## config.mk

```make
export PLATFORM = sky130hd
export DESIGN_NAME = gam_edge_age_ctrl_flat
export DESIGN_NICKNAME = d
export VERILOG_FILES = /design/src/rtl/gam_edge_age_ctrl_pkg.sv /design/src/rtl/gam_edge_age_ctrl_if.sv /design/src/rtl/gam_edge_age_ctrl.sv /design/src/flat_wrapper.sv
export SDC_FILE = /design/constraint.sdc
export NUM_CORES = 1
export LEC_CHECK = 0
export ABC_CLOCK_PERIOD_IN_PS = 2450
export CAP_MARGIN = 10
export CORE_MARGIN = 5
export CORE_UTILIZATION = 50
export CTS_BUF_LIST = sky130_fd_sc_hd__clkbuf_8
export DETAILED_ROUTE_END_ITERATION = 8
export PLACE_DENSITY = 0.9
export SLEW_MARGIN = 40
export SYNTH_ARGS = -nofsm -noshare
export SYNTH_HDL_FRONTEND = slang
export SYNTH_SLANG_ARGS = --single-unit
```

## constraint.sdc

```tcl
create_clock -name clk -period 2.45 [get_ports clk]
set_clock_uncertainty 0.1 [all_clocks]
set_input_delay 0.245 -clock clk [delete_from_list [all_inputs] [get_ports clk]]
set_output_delay 0.245 -clock clk [all_outputs]
set_load 0.01 [all_outputs]
```

## src/rtl/gam_edge_age_ctrl_pkg.sv

```systemverilog
// Shared types and constants for the GAM edge-aging controller and its
// connection-memory port.
package gam_edge_age_ctrl_pkg;

    localparam int NODE_COUNT  = 10;
    localparam int CLASS_COUNT = 4;
    localparam int AGE_MAX     = 6;
    localparam int AGE_W       = 8;
    localparam int NIDX_W      = $clog2(NODE_COUNT + 1);
    localparam int CIDX_W      = $clog2(CLASS_COUNT + 1);

    typedef enum logic [3:0] {
        S_IDLE,
        S_CHK,
        S_WAIT_GNT,
        S_RD,
        S_RD_WAIT,
        S_WR_FWD,
        S_WR_REV,
        S_NEXT,
        S_LINK_FWD,
        S_LINK_REV,
        S_DONE
    } edge_age_state_T;

    typedef struct packed {
        logic             presence;
        logic [AGE_W-1:0] age;
    } conn_word_T;

    typedef conn_word_T connection_mem_T [1:CLASS_COUNT][1:NODE_COUNT][1:NODE_COUNT];

    // One aging step of a present edge: survivors get age+1, anything that
    // would exceed AGE_MAX collapses to an all-zero (deleted) word.
    function automatic conn_word_T age_step(conn_word_T rd_word);
        conn_word_T res;
        res = '0;
        if (rd_word.age < AGE_W'(AGE_MAX)) begin
            res.presence = 1'b1;
            res.age      = rd_word.age + 1'b1;
        end
        return res;
    endfunction

endpackage

```

## src/rtl/gam_edge_age_ctrl_if.sv

```systemverilog
// Connection-memory access port: ownership req/gnt, strobes, address and data.
interface gam_edge_age_ctrl_if;
    import gam_edge_age_ctrl_pkg::*;

    logic              req;
    logic              gnt;
    logic              rd;
    logic              wr;
    logic [CIDX_W-1:0] class_sel;
    logic [NIDX_W-1:0] row;
    logic [NIDX_W-1:0] col;
    conn_word_T        wdata;
    conn_word_T        rdata;

    modport master (
        output req, rd, wr, class_sel, row, col, wdata,
        input  gnt, rdata
    );

    modport slave (
        input  req, rd, wr, class_sel, row, col, wdata,
        output gnt, rdata
    );

endinterface

```

## src/rtl/gam_edge_age_ctrl.sv

```systemverilog
// Per-class edge aging: ages every edge incident on the winner, deletes
// over-age edges, then (re)creates the winner-second edge at age 0.
module gam_edge_age_ctrl
    import gam_edge_age_ctrl_pkg::*;
(
    input  logic                clk,
    input  logic                rst,
    input  logic                start,
    input  logic [CIDX_W-1:0]   class_id,
    input  logic [NIDX_W-1:0]   winner,
    input  logic [NIDX_W-1:0]   second,
    output logic                busy,
    output logic                done,
    output logic                err,
    output logic [NIDX_W-1:0]   removed_cnt,
    gam_edge_age_ctrl_if.master mem
);

    edge_age_state_T   state_reg, state_next;
    logic [CIDX_W-1:0] cls_reg;
    logic [NIDX_W-1:0] win_reg;
    logic [NIDX_W-1:0] sec_reg;
    logic [NIDX_W-1:0] j_reg;
    conn_word_T        wword_reg;
    logic [NIDX_W-1:0] removed_reg;
    logic              err_reg;

    logic              args_bad;
    logic [NIDX_W-1:0] j_first;
    logic [NIDX_W:0]   j_adv;
    logic              j_last;
    conn_word_T        aged_word;

    assign args_bad = (win_reg == sec_reg) ||
                      (win_reg == '0) || (sec_reg == '0) || (cls_reg == '0) ||
                      (win_reg > NIDX_W'(NODE_COUNT)) ||
                      (sec_reg > NIDX_W'(NODE_COUNT)) ||
                      (cls_reg > CIDX_W'(CLASS_COUNT));

    // The scan never visits the winner's own column.
    assign j_first = (win_reg == NIDX_W'(1)) ? NIDX_W'(2) : NIDX_W'(1);

    always_comb begin
        j_adv = {1'b0, j_reg} + 1'b1;
        if (j_adv == {1'b0, win_reg}) begin
            j_adv = j_adv + 1'b1;
        end
    end

    assign j_last    = (j_adv > (NIDX_W + 1)'(NODE_COUNT));
    assign aged_word = age_step(mem.rdata);

    always_ff @(posedge clk or posedge rst) begin
        if (rst) begin
            state_reg <= S_IDLE;
        end else begin
            state_reg <= state_next;
        end
    end

    always_comb begin
        state_next    = state_reg;
        mem.req       = 1'b0;
        mem.rd        = 1'b0;
        mem.wr        = 1'b0;
        mem.class_sel = '0;
        mem.row       = '0;
        mem.col       = '0;
        mem.wdata     = '0;
        case (state_reg)
            S_IDLE: begin
                if (start) state_next = S_CHK;
            end
            S_CHK: begin
                state_next = args_bad ? S_DONE : S_WAIT_GNT;
            end
            S_WAIT_GNT: begin
                mem.req = 1'b1;
                if (mem.gnt) state_next = S_RD;
            end
            S_RD: begin
                mem.req       = 1'b1;
                mem.class_sel = cls_reg;
                mem.row       = win_reg;
                mem.col       = j_reg;
                if (mem.gnt) begin
                    mem.rd     = 1'b1;
                    state_next = S_RD_WAIT;
                end
            end
            S_RD_WAIT: begin
                mem.req    = 1'b1;
                state_next = mem.rdata.presence ? S_WR_FWD : S_NEXT;
            end
            S_WR_FWD, S_WR_REV: begin
                mem.req       = 1'b1;
                mem.class_sel = cls_reg;
                mem.row       = (state_reg == S_WR_FWD) ? win_reg : j_reg;
                mem.col       = (state_reg == S_WR_FWD) ? j_reg : win_reg;
                mem.wdata     = wword_reg;
                if (mem.gnt) begin
                    mem.wr     = 1'b1;
                    state_next = (state_reg == S_WR_FWD) ? S_WR_REV : S_NEXT;
                end
            end
            S_NEXT: begin
                mem.req    = 1'b1;
                state_next = j_last ? S_LINK_FWD : S_RD;
            end
            S_LINK_FWD, S_LINK_REV: begin
                mem.req            = 1'b1;
                mem.class_sel      = cls_reg;
                mem.row            = (state_reg == S_LINK_FWD) ? win_reg : sec_reg;
                mem.col            = (state_reg == S_LINK_FWD) ? sec_reg : win_reg;
                mem.wdata.presence = 1'b1;
                if (mem.gnt) begin
                    mem.wr     = 1'b1;
                    state_next = (state_reg == S_LINK_FWD) ? S_LINK_REV : S_DONE;
                end
            end
            S_DONE: begin
                state_next = S_IDLE;
            end
            default: begin
                state_next = S_IDLE;
            end
        endcase
    end

    always_ff @(posedge clk or posedge rst) begin
        if (rst) begin
            cls_reg     <= '0;
            win_reg     <= '0;
            sec_reg     <= '0;
            j_reg       <= '0;
            wword_reg   <= '0;
            removed_reg <= '0;
            err_reg     <= 1'b0;
        end else begin
            case (state_reg)
                S_IDLE: begin
                    if (start) begin
                        cls_reg     <= class_id;
                        win_reg     <= winner;
                        sec_reg     <= second;
                        removed_reg <= '0;
                        err_reg     <= 1'b0;
                    end
                end
                S_CHK: begin
                    err_reg <= args_bad;
                    j_reg   <= j_first;
                end
                S_RD_WAIT: begin
                    if (mem.rdata.presence) begin
                        wword_reg <= aged_word;
                        if (!aged_word.presence) removed_reg <= removed_reg + 1'b1;
                    end
                end
                S_NEXT: begin
                    j_reg <= j_adv[NIDX_W-1:0];
                end
                default: begin
                end
            endcase
        end
    end

    assign busy        = (state_reg != S_IDLE);
    assign done        = (state_reg == S_DONE);
    assign err         = done && err_reg;
    assign removed_cnt = removed_reg;

endmodule

```

## src/flat_wrapper.sv

```systemverilog
// flat-port wrapper written by rule: the top's interface ports become plain ports
module gam_edge_age_ctrl_flat import gam_edge_age_ctrl_pkg::*;
  (clk, rst, start, class_id, winner, second, busy, done, err, removed_cnt, mem_req, mem_rd, mem_wr, mem_class_sel, mem_row, mem_col, mem_wdata, mem_gnt, mem_rdata);
  gam_edge_age_ctrl_if mem_i ();
  input  logic clk;
  input  logic rst;
  input  logic start;
  input  logic [CIDX_W-1:0] class_id;
  input  logic [NIDX_W-1:0] winner;
  input  logic [NIDX_W-1:0] second;
  output logic busy;
  output logic done;
  output logic err;
  output logic [NIDX_W-1:0] removed_cnt;
  output wire logic [$bits(mem_i.req)-1:0] mem_req;
  output wire logic [$bits(mem_i.rd)-1:0] mem_rd;
  output wire logic [$bits(mem_i.wr)-1:0] mem_wr;
  output wire logic [$bits(mem_i.class_sel)-1:0] mem_class_sel;
  output wire logic [$bits(mem_i.row)-1:0] mem_row;
  output wire logic [$bits(mem_i.col)-1:0] mem_col;
  output wire logic [$bits(mem_i.wdata)-1:0] mem_wdata;
  input wire logic [$bits(mem_i.gnt)-1:0] mem_gnt;
  input wire logic [$bits(mem_i.rdata)-1:0] mem_rdata;
  assign mem_req = mem_i.req;
  assign mem_rd = mem_i.rd;
  assign mem_wr = mem_i.wr;
  assign mem_class_sel = mem_i.class_sel;
  assign mem_row = mem_i.row;
  assign mem_col = mem_i.col;
  assign mem_wdata = mem_i.wdata;
  assign mem_i.gnt = mem_gnt;
  assign mem_i.rdata = mem_rdata;
  gam_edge_age_ctrl u_core (.clk(clk), .rst(rst), .start(start), .class_id(class_id), .winner(winner), .second(second), .busy(busy), .done(done), .err(err), .removed_cnt(removed_cnt), .mem(mem_i));
endmodule
```

==> metrics <==
hold_buf cts=0; hold crit path type=in2async; MaxCap Viol Count=0; WP data required=about 2.1 ns; CP Capture Type=output port; GRT overflow=0; number of CTS-inserted buffers=5; fillers=330; die area=just over 6000 sq um; Port-buffer cells=53; crit share post-route=a little over nine tenths; clk root buf=clkbuf_8; max-slew violations=0; Top cell by count, worst path=nand2_1; Reg2Reg Setup Slack=between 0.1 and 0.15 ns; Area Growth Syn to Fin=33.0%; Async S/R FF share, synth=between 90% and 100%; Total GRT Usage=between 10% and 20%; worst-skew pair later-pin latency=around 0.28 ns; Initial Utilization=a little over half; RR Endpoint=u_core.state_reg[0]$_DFFE_PP0P_; Yosys warning count=0; VDD IR max=about 0.00062 V; Fin Setup TNS=0 ns; pwr dens=about 1100 nW/um^2; clock sink total=33; met3 routed WL=450 um; Synth Flop Type=dfrtp_1; Final Hold Fails=0; final setup violation count=0; first-pass GRT wire length=about 10000 um; Detailed Routing Iterations Pass 1=5; Max FO, Critical Path=5; post-DR wirelength/cell=between 15 and 20 um; Slew headroom=approximately 70%; Max Root-Sink Buffers=2; R2R cell count=8; die width=around 80 um; floorplan core area=between 4000 and 5000 sq um; share of layout cells above drive strength 1=14.9%; Fmax=roughly 420 MHz; met2 wire length=around 3100 um; Detailed Place HPWL=between 4000 and 5000 um; synth unique cells=49; worst path cell trace=inv_2, nand2_2, nor3_4, buf_4, nand2_1, nand2_1, clkdlybuf4s50_1; CTS tree=yes; Top Metal Used=met4; fin crit period=2.41 ns; drt drc=0; number of synthesized flops with an enable pin=0; Lkg Pwr=around 1.4 nW; Post-Syn Nets=~320; Slowest Stage Delay on Critical Path=0.53 ns; syn avg cell area=about 8 sq um; M1 WL=between 2000 and 3000 um; via count=2343; Vias/cell=5.83; outcome=complete, no violations; initial drt markers=approximately 360; Clock transition at path regs=0.08 ns; number of diodes=0; WL final=between 6000 and 7000 um; ANT nets after route=0; arrival time worst endpoint=2.06 ns; number of global-route vias before repair=~2.3k; register area share after synthesis=around 36%; row count=24; pin slew with the least headroom to its limit=about 0.46 ns; synthesized cell area=about 2300 sq um; Ports=54; die height=~80 um; initial antenna violation count=0; r2r startpoint=u_core.j_reg[1]$_DFFE_PP0P_; largest net degree at the start of global routing=34; Final #Nets=377; CP Class=reg2out; CP startpoint kind=flip-flop; H-tree levels=2; number of flip-flops under the largest register name=9; Design Power=~3.4 mW; slowest CP cell=clkdlybuf4s50_1; #FFs+latches synth=33; gpl congestion=between 0.9 and 1; Mapped Cells=290
==> Yosys cell counts, types with 5 or more instances <==
cell / number / area share, %
dfrtp_1: 33 / 36
and2_1: 17 / 4.6
xnor2_1: 11 / 4.2
nor3_1: 8 / 1.7
xor2_1: 7 / 2.7
o21ai_0: 9 / 1.9
nand3_1: 10 / 2.2
a21oi_1: 12 / 2.6
nor2_1: 26 / 4.2
nand2_1: 71 / 12
buf_2: 5 / 1.1
inv_1: 10 / 1.6
==> timing repair <==
| action | 4_1_cts | 5_1_grt |
|---|---|---|
| pin swaps | 1 | 3 |
| setup buffers | 0 | 4 |
| endpoints found under the setup margin | 18 | 24 |
| gates resized for setup | 10 | 28 |
==> layout make-up <==
| class | instances | area (sq um) | area share [%] |
|---|---|---|---|
| Clock buffer | 7 | 96.3 | 3.13 |
| Clock inverter | 1 | 5.00 | 0.163 |
| Inverter | 10 | 37.5 | 1.22 |
| Multi-Input combinational cell | 229 | 1380 | 45.0 |
| Sequential cell | 33 | 830 | 27.0 |
| Tap cell | 52 | 65.1 | 2.12 |
| Timing Repair Buffer | 70 | 658 | 21.4 |
==> worst max-delay path by stage <==
stage	from	to	slack [ns]	cells past startpoint
final	u_core.state_reg[2]$_DFFE_PP0P_	mem_col[0]	0.04	7
after CTS	u_core.state_reg[1]$_DFFE_PP0P_	mem_wdata[1]	0.003	6
after global routing	u_core.state_reg[2]$_DFFE_PP0P_	mem_wdata[1]	-0.03	6
after global placement	u_core.j_reg[0]$_DFFE_PP0P_	u_core.state_reg[0]$_DFFE_PP0P_	0.17	9
after floorplan	u_core.j_reg[0]$_DFFE_PP0P_	u_core.state_reg[0]$_DFFE_PP0P_	0.24	10
after detailed placement	u_core.j_reg[0]$_DFFE_PP0P_	u_core.state_reg[0]$_DFFE_PP0P_	0.11	9
==> power by group <==
group | total [mW] | switching (mW) | leakage [nW] | internal (mW)
Clock | 0.458 | 0.204 | 0.0542 | 0.254
Combinational | 1.96 | 1.05 | 0.932 | 0.906
Sequential | 0.943 | 0.247 | 0.432 | 0.696
Total | 3.36 | 1.50 | 1.42 | 1.86
==> cell families after synthesis <==
group | synth area share [%]
simple gates | 30.3
compound gates | 15.0
flops | 35.7
buf+inv | 7.74
xor+xnor | 6.82
mux | 2.27
fa+ha+maj | 2.17
==> placed cells by master (no fill, tap or decap), drive strengths merged, types with 2 or more instances in the layout <==
cell	netlist	layout
a21o	3	3
a21oi	13	13
a222oi	4	4
a22oi	4	4
a31oi	2	2
and2	17	17
and3	2	2
buf	10	17
clkbuf	8	9
clkdlybuf4s15	0	2
clkdlybuf4s50	0	48
dfrtp	33	33
ha	4	4
inv	10	10
mux2	2	2
mux2i	3	3
nand2	71	71
nand2b	3	3
nand3	10	10
nand4	2	2
nor2	26	26
nor2b	2	2
nor3	8	8
nor4	3	3
o211ai	2	2
o21ai	9	9
o22a	2	2
o22ai	3	3
or2	2	2
xnor2	11	11
xor2	7	7
==> stage by stage <==
stage               area, sq um  std cells  setup slack, ns  utilization (%)  hold slack (ns)
detailed placement         2860        390            0.112             64.9            0.366
floorplan                  2310        290            0.242                -            0.250
global route               3070        402          -0.0264             69.6            0.286
CTS                        2980        398          0.00271             67.5            0.265
finish                     3070        402           0.0421             69.6            0.252
global placement           2860        390            0.173             64.9            0.356
==> critical path: cells and delay by family, from the launching register on <==
| kind | cells | cell delay (ns) |
|---|---|---|
| AND/OR/NAND/NOR | 4 | 0.49 |
| buffers and inverters | 3 | 0.84 |
| flip-flops | 1 | 0.45 |
==> routing by layer <==
metal	up-vias	global-route usage, %
met5	-	0
li1	1103	-
met3	20	3.94
met2	125	33.4
met1	1095	25.1
met4	0	7.43
No activity file was read; power rests on OpenSTA's default activity.
